$ cat src/rtl/queue_calc_pkg.sv
// Shared definitions for the queue calculator controller.
//   - Queue command opcodes and the idle write slot
//   - Token kinds and ALU operation codes
//   - FSM state enumeration
//   - Default queue depth
package queue_calc_pkg;

    localparam int         QDEPTH   = 5;
    localparam logic [2:0] IDLE_POS = 3'd7;

    // Queue command opcodes
    localparam logic [1:0] QOP_PUSH = 2'b00;
    localparam logic [1:0] QOP_POP2 = 2'b10;
    localparam logic [1:0] QOP_POP1 = 2'b11;

    // Token kinds
    localparam logic [1:0] KIND_OPND = 2'b00;
    localparam logic [1:0] KIND_OPER = 2'b01;
    localparam logic [1:0] KIND_POP  = 2'b10;
    localparam logic [1:0] KIND_CLR  = 2'b11;

    // ALU operations (taken from tok_data[1:0] of an operator token)
    localparam logic [1:0] ALU_ADD = 2'b00;
    localparam logic [1:0] ALU_SUB = 2'b01;
    localparam logic [1:0] ALU_AND = 2'b10;
    localparam logic [1:0] ALU_XOR = 2'b11;

    typedef enum logic [2:0] {
        IDLE     = 3'd0,
        P2_WAIT  = 3'd1,
        P2_CAP   = 3'd2,
        PUSH_RES = 3'd3,
        P1_WAIT  = 3'd4,
        P1_CAP   = 3'd5
    } state_t;

endpackage

$ cat src/rtl/queue_calc_alu.sv
// Combinational 8-bit ALU for the queue calculator.
// Ports:
//   a  - older operand byte
//   b  - newer operand byte
//   op - operation select (add, sub, and, xor)
//   r  - result, modulo 256; sub is a - b with wrap-around
module queue_calc_alu
    import queue_calc_pkg::*;
(
    input  logic [7:0] a,
    input  logic [7:0] b,
    input  logic [1:0] op,
    output logic [7:0] r
);

    always_comb begin
        r = 8'h00;
        unique case (op)
            ALU_ADD: r = a + b;
            ALU_SUB: r = a - b;
            ALU_AND: r = a & b;
            ALU_XOR: r = a ^ b;
            default: r = 8'h00;
        endcase
    end

endmodule

$ cat src/rtl/queue_calc_ctrl.sv
// Token-driven controller for an external byte queue used as a calculator.
// Operands are pushed; operators pop the two oldest bytes, combine them and
// push the result; pop returns the oldest byte; clear resets the queue.
// Ports:
//   clk, rst_n          - clock, asynchronous active-low reset
//   tok_valid/tok_ready - token handshake (ready only in IDLE)
//   tok_kind, tok_data  - token kind and operand byte / ALU op select
//   q_back, q_pos_back, q_opcode, q_rst - registered queue command
//   q_top_conc          - queue output {older, newer}, valid the cycle after a pop
//   count               - logical queue occupancy
//   result/result_valid - last computed or popped byte, one-cycle strobe
//   err_ovf / err_unf   - sticky overflow / underflow flags (cleared by clear token)
module queue_calc_ctrl #(
    parameter int         QDEPTH   = queue_calc_pkg::QDEPTH,
    parameter logic [2:0] IDLE_POS = queue_calc_pkg::IDLE_POS
) (
    input  logic        clk,
    input  logic        rst_n,
    input  logic        tok_valid,
    output logic        tok_ready,
    input  logic [1:0]  tok_kind,
    input  logic [7:0]  tok_data,
    output logic [7:0]  q_back,
    output logic [2:0]  q_pos_back,
    output logic [1:0]  q_opcode,
    output logic        q_rst,
    input  logic [15:0] q_top_conc,
    output logic [2:0]  count,
    output logic [7:0]  result,
    output logic        result_valid,
    output logic        err_ovf,
    output logic        err_unf
);

    import queue_calc_pkg::*;

    localparam logic [2:0] DEPTH_C = 3'(QDEPTH);

    state_t     state, state_nxt;
    logic       accept;
    logic [1:0] op_q;
    logic [7:0] alu_r;

    logic [7:0] q_back_d;
    logic [2:0] q_pos_d;
    logic [1:0] q_op_d;
    logic       q_rst_d;
    logic [2:0] count_d;
    logic [7:0] result_d;
    logic       rv_d;
    logic       ovf_d;
    logic       unf_d;

    assign tok_ready = (state == IDLE);
    assign accept    = tok_valid && tok_ready;

    queue_calc_alu u_alu (
        .a  (q_top_conc[15:8]),
        .b  (q_top_conc[7:0]),
        .op (op_q),
        .r  (alu_r)
    );

    // ALU op of the accepted operator is held until the capture state
    always_ff @(posedge clk) begin
        if (accept && tok_kind == KIND_OPER) begin
            op_q <= tok_data[1:0];
        end
    end

    always_ff @(posedge clk or negedge rst_n) begin
        if (!rst_n) begin
            state <= IDLE;
        end else begin
            state <= state_nxt;
        end
    end

    always_comb begin
        state_nxt = state;
        unique case (state)
            IDLE: begin
                if (tok_valid) begin
                    if (tok_kind == KIND_OPER && count >= 3'd2) begin
                        state_nxt = P2_WAIT;
                    end else if (tok_kind == KIND_POP && count != 3'd0) begin
                        state_nxt = P1_WAIT;
                    end
                end
            end
            P2_WAIT:  state_nxt = P2_CAP;
            P2_CAP:   state_nxt = PUSH_RES;
            PUSH_RES: state_nxt = IDLE;
            P1_WAIT:  state_nxt = P1_CAP;
            P1_CAP:   state_nxt = IDLE;
            default:  state_nxt = IDLE;
        endcase
    end

    // Next values of all registered outputs; the idle command is the default
    // so any cycle without an explicit command drives it.
    always_comb begin
        q_back_d = 8'h00;
        q_pos_d  = IDLE_POS;
        q_op_d   = QOP_PUSH;
        q_rst_d  = 1'b0;
        count_d  = count;
        result_d = result;
        rv_d     = 1'b0;
        ovf_d    = err_ovf;
        unf_d    = err_unf;
        unique case (state)
            IDLE: begin
                if (tok_valid) begin
                    unique case (tok_kind)
                        KIND_OPND: begin
                            if (count < DEPTH_C) begin
                                q_pos_d  = count;
                                q_back_d = tok_data;
                                count_d  = count + 3'd1;
                            end else begin
                                ovf_d = 1'b1;
                            end
                        end
                        KIND_OPER: begin
                            if (count >= 3'd2) begin
                                q_op_d  = QOP_POP2;
                                count_d = count - 3'd2;
                            end else begin
                                unf_d = 1'b1;
                            end
                        end
                        KIND_POP: begin
                            if (count != 3'd0) begin
                                q_op_d  = QOP_POP1;
                                count_d = count - 3'd1;
                            end else begin
                                unf_d = 1'b1;
                            end
                        end
                        default: begin
                            q_rst_d = 1'b1;
                            count_d = 3'd0;
                            ovf_d   = 1'b0;
                            unf_d   = 1'b0;
                        end
                    endcase
                end
            end
            P2_CAP: begin
                // Pair popped two cycles ago is now on q_top_conc
                q_pos_d  = count;
                q_back_d = alu_r;
                count_d  = count + 3'd1;
                result_d = alu_r;
                rv_d     = 1'b1;
            end
            P1_CAP: begin
                result_d = q_top_conc[15:8];
                rv_d     = 1'b1;
            end
            default: ;
        endcase
    end

    always_ff @(posedge clk or negedge rst_n) begin
        if (!rst_n) begin
            q_back       <= 8'h00;
            q_pos_back   <= IDLE_POS;
            q_opcode     <= QOP_PUSH;
            q_rst        <= 1'b0;
            count        <= 3'd0;
            result       <= 8'h00;
            result_valid <= 1'b0;
            err_ovf      <= 1'b0;
            err_unf      <= 1'b0;
        end else begin
            q_back       <= q_back_d;
            q_pos_back   <= q_pos_d;
            q_opcode     <= q_op_d;
            q_rst        <= q_rst_d;
            count        <= count_d;
            result       <= result_d;
            result_valid <= rv_d;
            err_ovf      <= ovf_d;
            err_unf      <= unf_d;
        end
    end

endmodule

$ cat config.mk
export PLATFORM = sky130hd
export DESIGN_NAME = queue_calc_ctrl
export DESIGN_NICKNAME = d
export VERILOG_FILES = /design/src/rtl/queue_calc_pkg.sv /design/src/rtl/queue_calc_alu.sv /design/src/rtl/queue_calc_ctrl.sv
export SDC_FILE = /design/constraint.sdc
export NUM_CORES = 1
export LEC_CHECK = 0
export ABC_AREA = 1
export BUFFER_PORTS_ARGS = -buffer_cell sky130_fd_sc_hd__buf_2
export CORE_ASPECT_RATIO = 0.8
export CORE_MARGIN = 10
export CORE_UTILIZATION = 30
export CTS_CLUSTER_DIAMETER = 80
export CTS_CLUSTER_SIZE = 8
export DETAILED_ROUTE_END_ITERATION = 12
export SYNTH_ARGS = -nofsm -noshare
export SYNTH_HDL_FRONTEND = slang
export SYNTH_HIERARCHICAL = 1
export SYNTH_SLANG_ARGS = --single-unit
export TNS_END_PERCENT = 100
$ cat constraint.sdc
create_clock -name clk -period 4.3 [get_ports clk]
set_input_delay 0.43 -clock clk [delete_from_list [all_inputs] [get_ports clk]]
set_output_delay 0.43 -clock clk [all_outputs]
set_load 0.03 [all_outputs]
# ---- Word level (Yosys, flattened, before mapping)
# Cells that the tools add are included.
dict set report word_totals {
  regBits 33
  elab_cells 90
  output_inout_bits 29
  input_bits 29
}
dict set report classes {
  n_eq_ne 17
  reduce_logical 17
  n_mux 34
  bitwise 4
  magnitude_cmp 2
  n_addsub 5
}
# cell n
set ops {}
lappend ops {{$pmux W8 S2} 2}
lappend ops {{$pmux W8 S4} 1}
lappend ops {{$mux W3} 10}
lappend ops {{$mux W8} 3}
lappend ops {{$pmux W3 S2} 2}
lappend ops {{$pmux W3 S4} 1}
lappend ops {{$reduce_and A5 Y1} 2}
lappend ops {{$pmux W3 S3} 1}
lappend ops {{$add A8 B8 Y8} 1}
lappend ops {{$and A8 B8 Y8} 1}
lappend ops {{$mux W2} 4}
lappend ops {{$ne A2 B2 Y1 const B} 4}
lappend ops {{$sub A8 B8 Y8} 1}
lappend ops {{$xor A8 B8 Y8} 1}
lappend ops {{$mux W1} 7}
lappend ops {{$eq A2 B2 Y1 const B} 3}
lappend ops {{$eq A3 B3 Y1 const B} 2}
lappend ops {{$ne A3 B2 Y1 const B} 2}
lappend ops {{$eq A2 B1 Y1 const B} 2}
lappend ops {{$logic_and A1 B1 Y1} 4}
lappend ops {{$logic_not A2 Y1} 2}
lappend ops {{$pmux W2 S2} 1}
lappend ops {{$reduce_and A4 Y1} 1}
lappend ops {{$reduce_bool A2 Y1} 2}
lappend ops {{17 further kinds} 19}

# ---- Logic depth before layout (Yosys ltp)
# Gate-level depths: netlist (run 1).
dict set report depth {
  depth_word 6
  depth_mapped 19
}

# ---- Modules after synthesis
# The synthesis (run 1) kept the hierarchy.
# mod area_per_inst_um2 n_inst cells_per_inst
set by_module_without_submodules {}
lappend by_module_without_submodules {queue_calc_ctrl 1699.1 1 193}
lappend by_module_without_submodules {queue_calc_alu 762.0 1 130}

# ---- Worst setup path before layout (run 1)
# OpenSTA, ideal clock, no wires.
dict set report synth_path {
  path_kind {in2reg}
  start {input port q_top_conc[0]}
  end {register result[7]}
  required_time_ps 4175
  path_slack_ps 2075
  setup_ps 125
  n_path_buf 0
  stages 19
  t_arrival_ps 2100
  cell_sequence {inv_1 -> ha_1 -> inv_1 -> nor3_1 -> nand3b_1 -> nand2_1 -> xnor2_1 -> inv_1 -> ha_1 -> nand2_1 -> inv_1 -> nand2_1 -> nand2_1 -> a21oi_1 -> nand3_1 -> nand3_1 -> nand2_1 -> nand2_1 -> nand3_1}
}
dict set report synth_between {
  elab_chain_cells 3
  elab_cells_between_ends 4
}
# element line
set synth_lines {}
lappend synth_lines {{start, declared} queue_calc_ctrl.sv:27} ;# input logic [15:0] q_top_conc,
lappend synth_lines {{$sub A8 B8 Y8 / $add A8 B8 Y8 (equally long branches)} {queue_calc_alu.sv:20, queue_calc_alu.sv:19}}
lappend synth_lines {{$pmux W8 S4 *} queue_calc_alu.sv:18} ;# unique case (op)
lappend synth_lines {{net alu_r[7]} queue_calc_ctrl.sv:42} ;# logic [7:0] alu_r;
lappend synth_lines {{$pmux W8 S2 *} queue_calc_ctrl.sv:112} ;# unique case (state)
lappend synth_lines {{end signal, assigned} queue_calc_ctrl.sv:183} ;# result <= result_d;
lappend synth_lines {{end, declared} queue_calc_ctrl.sv:29} ;# output logic [7:0] result,
# The timed path passes the listed nets; every way through them passes the cells marked *.
# A chain may end at the register's enable or synchronous reset.

# ---- Final worst setup path (run 1)
dict set report layout_path {
  start {register op_q[1]}
  end {register result[6]}
}
dict set report layout_between {
  elab_chain_cells 3
  elab_cells_between_ends 6
}
# element line
set layout_lines {}
lappend layout_lines {{start, declared} queue_calc_ctrl.sv:41} ;# logic [1:0] op_q;
lappend layout_lines {{start signal, assigned} queue_calc_ctrl.sv:67} ;# op_q <= tok_data[1:0];
lappend layout_lines {{$eq A2 B2 Y1 (tied with other cells)} queue_calc_alu.sv:18}
lappend layout_lines {{$pmux W8 S4 *} queue_calc_alu.sv:18}
lappend layout_lines {{net alu_r[6]} queue_calc_ctrl.sv:42}
lappend layout_lines {{$pmux W8 S2 *} queue_calc_ctrl.sv:112}
# Marks and branches as above.

==> results of run 1 <==
## flip-flops by register name, summed over array words and instances, names as in the netlist
signal,cells
err_unf,1
op_q,2
result_valid,1
result,8
q_back,8
count,3
err_ovf,1
q_rst,1
state,3
q_opcode,2
q_pos_back,3
## cell usage after synthesis, drive strengths merged
cell      n  area share, %
o22ai     1           0.25
inv      55            8.6
o21ai    17            3.8
xnor2     3            1.1
nand3b    2           0.61
ha       27             14
clkinv    1           0.15
a22o      3            1.1
dfrtp    28             28
nor2     14            3.5
edfxtp    2            2.4
a21oi    13            2.6
or2       1           0.25
nand4     5            1.9
o21bai    1           0.31
nor3      4           0.81
nand2   100             17
fa        1           0.81
dfstp     3            3.2
buf       1           0.46
xor2      3            1.1
nand3    38            8.1
## metal layers
layer	vias up	share of wire, %	track usage, %
li1	1164	-	-
met1	1031	49	14.6
met2	57	45	17.3
met3	4	5.6	2.74
met4	0	0.72	2.47
met5	-	0	0
## critical path, delay by kind of cell, from the launching register on
family | cells | cell delay [ns]
and+or+nand+nor | 11 | 0.96
DFF | 1 | 0.45
adders and majority gates | 1 | 0.35
buffers and inverters | 2 | 0.27
xor gates and xnor gates | 1 | 0.14
## metrics by stage
step,instance area (µm²),cells,hold WS (ns)
floorplan,2460,323,0.134
global placement,2870,487,0.463
detailed placement,2870,487,0.469
CTS,2950,495,0.212
global route,2950,495,0.235
finish,2950,495,0.188
## worst max path at each step
stage	end	depth (start not counted)
after floorplan	result[7]$_DFFE_PN0P_	19
after global placement	result[7]$_DFFE_PN0P_	20
after detailed placement	result[7]$_DFFE_PN0P_	20
after CTS	result[7]$_DFFE_PN0P_	20
after global routing	result[7]$_DFFE_PN0P_	19
final	result[6]$_DFFE_PN0P_	15
## cell families after synthesis
logic type	Yosys count
flip-flops	33
AND/OR/NAND/NOR	164
AO/OA/AOI/OAI	35
XOR/XNOR	6
buffers and inverters	57
adder cells (fa/ha/maj)	28
## layout make-up
| cell class | instances | area (µm²) | area share [%] |
|---|---|---|---|
| Sequential cell | 33 | 840 | 28.4 |
| Clock buffer | 6 | 72.6 | 2.46 |
| Tap cell | 108 | 135 | 4.58 |
| Clock inverter | 2 | 10.0 | 0.339 |
| Multi-Input combinational cell | 233 | 1400 | 47.2 |
| Inverter | 56 | 215 | 7.29 |
| Timing Repair Buffer | 57 | 285 | 9.66 |
## power breakdown
group / total (µW) / switching, µW / leakage (µW) / internal [µW]
clock network: 224 / 112 / 0.0000450 / 112
logic: 824 / 573 / 0.00119 / 251
registers: 496 / 72.9 / 0.000417 / 423
==> qor.yml, run 1 <==
floorplan:
  rows: 29
  initial_util_pct: 31.0
  die-area_mm2: 0.0122
  io_pins: 58
  floorplan.die.height_um: 101
  fp.dieW_um: 121
  core_box_area_mm2: 0.00795
synth:
  synth-adder-area-share_pct: 14.5
  synth_xor_area_share_pct: 2.14
  syn_area_per_cell_um2: 7.62
  synth.cell_area_mm2: 0.00246
  synth.net_count: 380
  synthMuxAreaShare_pct: 0
  synth_compound_gate_area_share_pct: 8.03
  largest_family_of_logic_cells_by_synthesized_area: "simple AND/OR/NAND/NOR gates"
  ys_ff_latch: 33
  yosys.area_share.simple_pct: 32.0
  synth_cells: 323
  ys_warn_count: 6
  ys_seq_area_share_pct: 34.1
  synth_cell_types: 33
detailed_routing:
  drc: 0
  post_drt_wl_per_cell_um: 13.1
  vias: 2256
  routed_wl_um: 6480
  first_pass_iters: 4
  vias_per_cell: 4.56
  final_antenna_net_count: 0
  drtIter0Drc: 88
finish:
  antenna_cells_inserted: 0
  area_delta_synth_final_pct: 20.0
  layout.filler_cells: 845
  mostFrequentLayoutCells: "93 x nand2_1, 57 x buf_2, 47 x inv_1"
  final_common_cell: "nand2_1"
  post_route_core_utilization_pct: 37.2
  drive_gt1_share_pct: 23.8
  final_layout_net_count: 443
setup_path:
  worst_path_max_delay_cell: "edfxtp_1"
  critical_path_cell_sequence: "inv_2, nand2_4, nand2_4, nand2_1, xor2_1, ha_1, nand2_1, inv_1, nand4_1, nand3_1, nand2_1, nand3_1, nand2_1, nand2_1, nand3_1"
  worst_stage_delay_on_the_critical_path_ns: 0.45
  timing.critical_path.required_ns: 4.46
  rrSetupSlack_ns: 1.99
  timing.rr.end: "result[6]$_DFFE_PN0P_"
  timing.critical_path.fanout_max: 8
  timing_worst_setup_path_type: "reg2reg"
  timing.critical_path.from_type: "flop"
  timing.critical_path.mode_cell: "nand2_1"
  worst_ep_arrival_time_ns: 2.47
  timing.critical_path.from: "op_q[1]$_DFFE_PP_"
  launch_point_of_the_worst_reg_to_reg_path: "op_q[1]$_DFFE_PP_"
  kind_of_end_point_of_the_critical_path: "flop"
  r2r.worst_path.cells: 15
grt:
  wire_length_of_the_first_global_routing_pass_um: 11000
  antenna_violations_before_repair: 0
  grt_pass1_vias: 2170
  grt_start_max_net_pins: 32
  grt.overflow.total: 0
  groute.usage.overall_pct: 10.9
sta:
  finalHoldViolCount: 0
  report.final.setup_viol: 0
  timing.setup.tns_ns: 0
  final_max_slew_viol_count: 0
  fin_crit_ns: 2.31
  finalClockSkew_ns: 0.00694
  worst-slew-pin-transition_ns: 0.699
  max_freq_mhz: 434
  setup_repair_after_global_routing_missed_its_margin: "no"
  max-slew-margin-rel_pct: 53.4
  setup_slack_ns: 1.99
  post-route-period-util_pct: 53.6
power_and_ir_drop:
  pwr_density_cell_mw_per_mm2: 523
  power.static_leakage_uw: 0.00166
  post-layout-total-power_uw: 1540
  vdd_drop_max_v: 0.000171
worst_hold_path:
  hold_path_class: "in2async"
cts:
  cts-buffers-inserted: 5
  clockRootBuffer: "clkbuf_8"
  cts_tree: "built"
  numClockSinks: 33
  cts-hold-fix-buffers: 0
  clkSlewWorstSetupHoldPaths_ns: 0.07
  cts.repair.resized: 0
  cts_setup_buffers: 0
  cts_buffer_depth: 2
  htree_levels: 2
  worstSkewPairLatency_ns: 0.28
job:
  maxCapViolCount: 0
outcome:
  outcome: "finished clean"
place:
  routabilityCongestion: 0.842
  post-dp-hpwl_um: 5430
  buffer_ports.inserted: 57
  pre_cts_ws_ns: 1.70
(Power assumes the default switching activity.)
==> inputs of run 2 (changes only) <==
ABC_AREA = 0   (was 1)
clock period = 2.11 ns   (was 4.3 ns; I/O delays follow)
==> qor.yml, run 2 <==
outcome:
  outcome: "complete, but fails checks"
  failed_checks: "setup timing"
setup_path:
  timing.critical_path.required_ns: 2.29  # -2.17 ns
  launch_point_of_the_worst_reg_to_reg_path: "op_q[1]$_DFFE_PP_"
  timing.critical_path.from_type: "flop"
  kind_of_end_point_of_the_critical_path: "flop"
  worst_path_max_delay_cell: "edfxtp_1"
  timing.rr.end: "q_back[5]$_DFF_PN0_"
  worst_ep_arrival_time_ns: 2.70  # +0.23 ns
  timing.critical_path.fanout_max: 6  # -2
  rrSetupSlack_ns: -0.41  # -2.40 ns
  r2r.worst_path.cells: 11  # -4
  critical_path_cell_sequence: "nor2b_4, nor2_2, xnor2_1, ha_2, a21oi_2, o21ai_4, a31oi_1, xor2_1, o21ai_2, buf_4, a22o_1"
  timing_worst_setup_path_type: "reg2reg"
  critPathTopFamily: "compound AO/OA/AOI/OAI gates"
  worst-path-buf-inv: 1  # -1
  worst_stage_delay_on_the_critical_path_ns: 0.43  # -0.02 ns
finish:
  reg.largest.list: "q_back x8, result x8"
  mostFrequentLayoutCells: "57 x buf_2, 35 x buf_4, 28 x dfrtp_1"
  final_common_cell: "buf_2"
  final_layout_net_count: 420  # -5.2%
  drive_gt1_share_pct: 34.9  # +11 points
  final_area_mm2: 0.00339  # +15%
  area_delta_synth_final_pct: 33.1
  antenna_cells_inserted: 0  # unchanged
sta:
  report.final.setup_viol: 10  # +10
  final_max_slew_viol_count: 0  # unchanged
  worst-slew-pin-transition_ns: 0.694  # -0.00490 ns
  finalClockSkew_ns: 0.00335  # -0.00359 ns
  hold_slack_ns: 0.120  # -0.0681 ns
  max_freq_mhz: 397  # -8.5%
  setup_slack_ns: -0.410  # -2.40 ns
  fin_crit_ns: 2.52  # +0.214 ns
  max-slew-margin-rel_pct: 53.7  # +0.33 points
  finalHoldViolCount: 0  # unchanged
  setup_repair_after_global_routing_missed_its_margin: "yes"
  post-route-period-util_pct: 119  # +66 points
synth:
  ys_seq_area_share_pct: 33.0  # -1.1 points
  synth_top_cell_area_share_pct: 27.5  # -0.95 points
  synth_edf_count: 2  # unchanged
  post_synth_most_frequent_cells: "28 x dfrtp_1, 27 x ha_1, 20 x inv_1"
  ys_ff_latch: 33  # unchanged
  yosys.cell_count.top_type: "dfrtp_1"
  synth.cell_area_mm2: 0.00255  # +3.5%
  ys_warn_count: 6  # unchanged
  synth-main-ff-cell: "dfrtp_1"
  post_synth_main_area_contributors: "dfrtp_1 28%, ha_1 13%, mux2i_1 3.9%, xnor2_1 3.4%, o311a_1 3.1%"
  syn_area_per_cell_um2: 9.26  # +22%
  synth_cells: 275  # -15%
  synth_cell_types: 55  # +67%
  yosys.area.top_type: "dfrtp_1"
  synth.net_count: 332  # -13%
  async_set_or_reset_flop_fraction_in_the_synthesized_netlist_pct: 93.9  # unchanged
cts:
  cts-buffers-inserted: 5  # unchanged
  clkSlewWorstSetupHoldPaths_ns: 0.07  # about the same
  numClockSinks: 33  # unchanged
  worstSkewPairLatency_ns: 0.29  # about the same
  clockRootBuffer: "clkbuf_8"
  cts_buffer_depth: 2  # unchanged
  cts_tree: "built"
  htree_levels: 2  # unchanged
detailed_routing:
  routed_wl_um: 7820  # +21%
  drc: 0  # unchanged
  vias: 2431  # +7.8%
  post_drt_wl_per_cell_um: 16.6  # +26%
  drtIter0Drc: 166  # +89%
  first_pass_iters: 5  # +1
  final_antenna_net_count: 0  # unchanged
  vias_per_cell: 5.15  # +13%
worst_hold_path:
  timing.hold.worst_path_depth: 1
  whs_endpoint: "op_q[1]$_DFFE_PP_"
  hold_path_class: "in2reg"
  worst_hold_startpoint: "tok_data[1]"
power_and_ir_drop:
  post-layout-total-power_uw: 4020  # +160%
  pwr_density_cell_mw_per_mm2: 1190  # +130%
  vdd_drop_max_v: 0.000618  # +260%
  power.static_leakage_uw: 0.00162  # -2.4%
place:
  routabilityCongestion: 0.886  # +5.3%
  buffer_ports.inserted: 57  # unchanged
  post-dp-hpwl_um: 6190  # +14%
  dpl-instance-area_mm2: 0.00319  # +11%
floorplan:
  initial_util_pct: 31.5  # +0.50 points
  rows: 29  # unchanged
  die-area_mm2: 0.0126  # +2.8%
  floorplan.die.height_um: 102  # +1.4%
  core_box_area_mm2: 0.00809  # +1.8%
  fp.dieW_um: 123  # +1.4%
  io_pins: 58  # unchanged
grt:
  grt.overflow.total: 0  # unchanged
  grt_start_max_net_pins: 32  # unchanged
  antenna_violations_before_repair: 0  # unchanged
  grt_pass1_vias: 2395  # +10%
  groute.usage.overall_pct: 12.3  # +1.4 points
  wire_length_of_the_first_global_routing_pass_um: 12400  # +12%
job:
  maxCapViolCount: 0  # unchanged
run 2: per-layer routing:
layer | vias up | wire length (µm) | share of wire (%) | GRT usage [%]
met5 | - | 0 | 0 | 0
met4 | 0 | 91 | 1.2 | 3.75
li1 | 1185 | - | - | -
met3 | 6 | 638 | 8.2 | 3.20
met1 | 1167 | 3660 | 47 | 17.2
met2 | 73 | 3430 | 44 | 18.1
run 2: worst max path at each step:
stage,slack [ns],startpoint,cells past startpoint,end
floorplan,-0.22,op_q[1]$_DFFE_PP_,13,result[6]$_DFFE_PN0P_
global placement,-0.47,op_q[0]$_DFFE_PP_,13,result[7]$_DFFE_PN0P_
detailed placement,-0.50,op_q[0]$_DFFE_PP_,13,result[7]$_DFFE_PN0P_
CTS,-0.36,op_q[1]$_DFFE_PP_,12,q_back[7]$_DFF_PN0_
global route,-0.49,op_q[1]$_DFFE_PP_,11,q_back[7]$_DFF_PN0_
finish,-0.41,op_q[1]$_DFFE_PP_,11,q_back[5]$_DFF_PN0_
run 2: power by group:
group	internal (µW)	switching (µW)
combinational	902	1430
clock	349	239
sequential	889	212
run 2: stage by stage:
step	worst slack, ns	TNS [ns]	util [%]	cells
floorplan	-0.222	-1.02	-	275
global placement	-0.474	-2.92	39.4	463
detailed placement	-0.502	-3.26	39.4	463
CTS	-0.359	-2.97	41.5	472
global route	-0.493	-4.47	41.9	472
finish	-0.410	-3.37	41.9	472
run 2: cell type report:
type | instances | area, µm²
sequential | 33 | 840
clock buffer | 6 | 72.6
multi-input combinational | 207 | 1640
fill | 796 | 4700
inverter | 20 | 75.1
clock inverter | 2 | 33.8
timing repair buffer | 96 | 592
tap | 108 | 135
run 2: cells by family after synthesis:
logic type                 after synthesis  share of synthesized area [%]
DFF                                     33                           33.0
muxes                                   11                           4.37
and+or+nand+nor                         73                           15.1
adders and majority gates               28                           14.1
xor gates and xnor gates                14                           4.82
AOI/OAI and AO/OA                       81                           22.6
buffers and inverters                   35                           6.09
run 2: what timing repair did:
action	CTS	global route
gates resized for setup	11	8
setup endpoints to repair	11	12
hold buffers	1	0
hold endpoints to repair	2	0
pin swaps	12	6
setup buffers	1	0
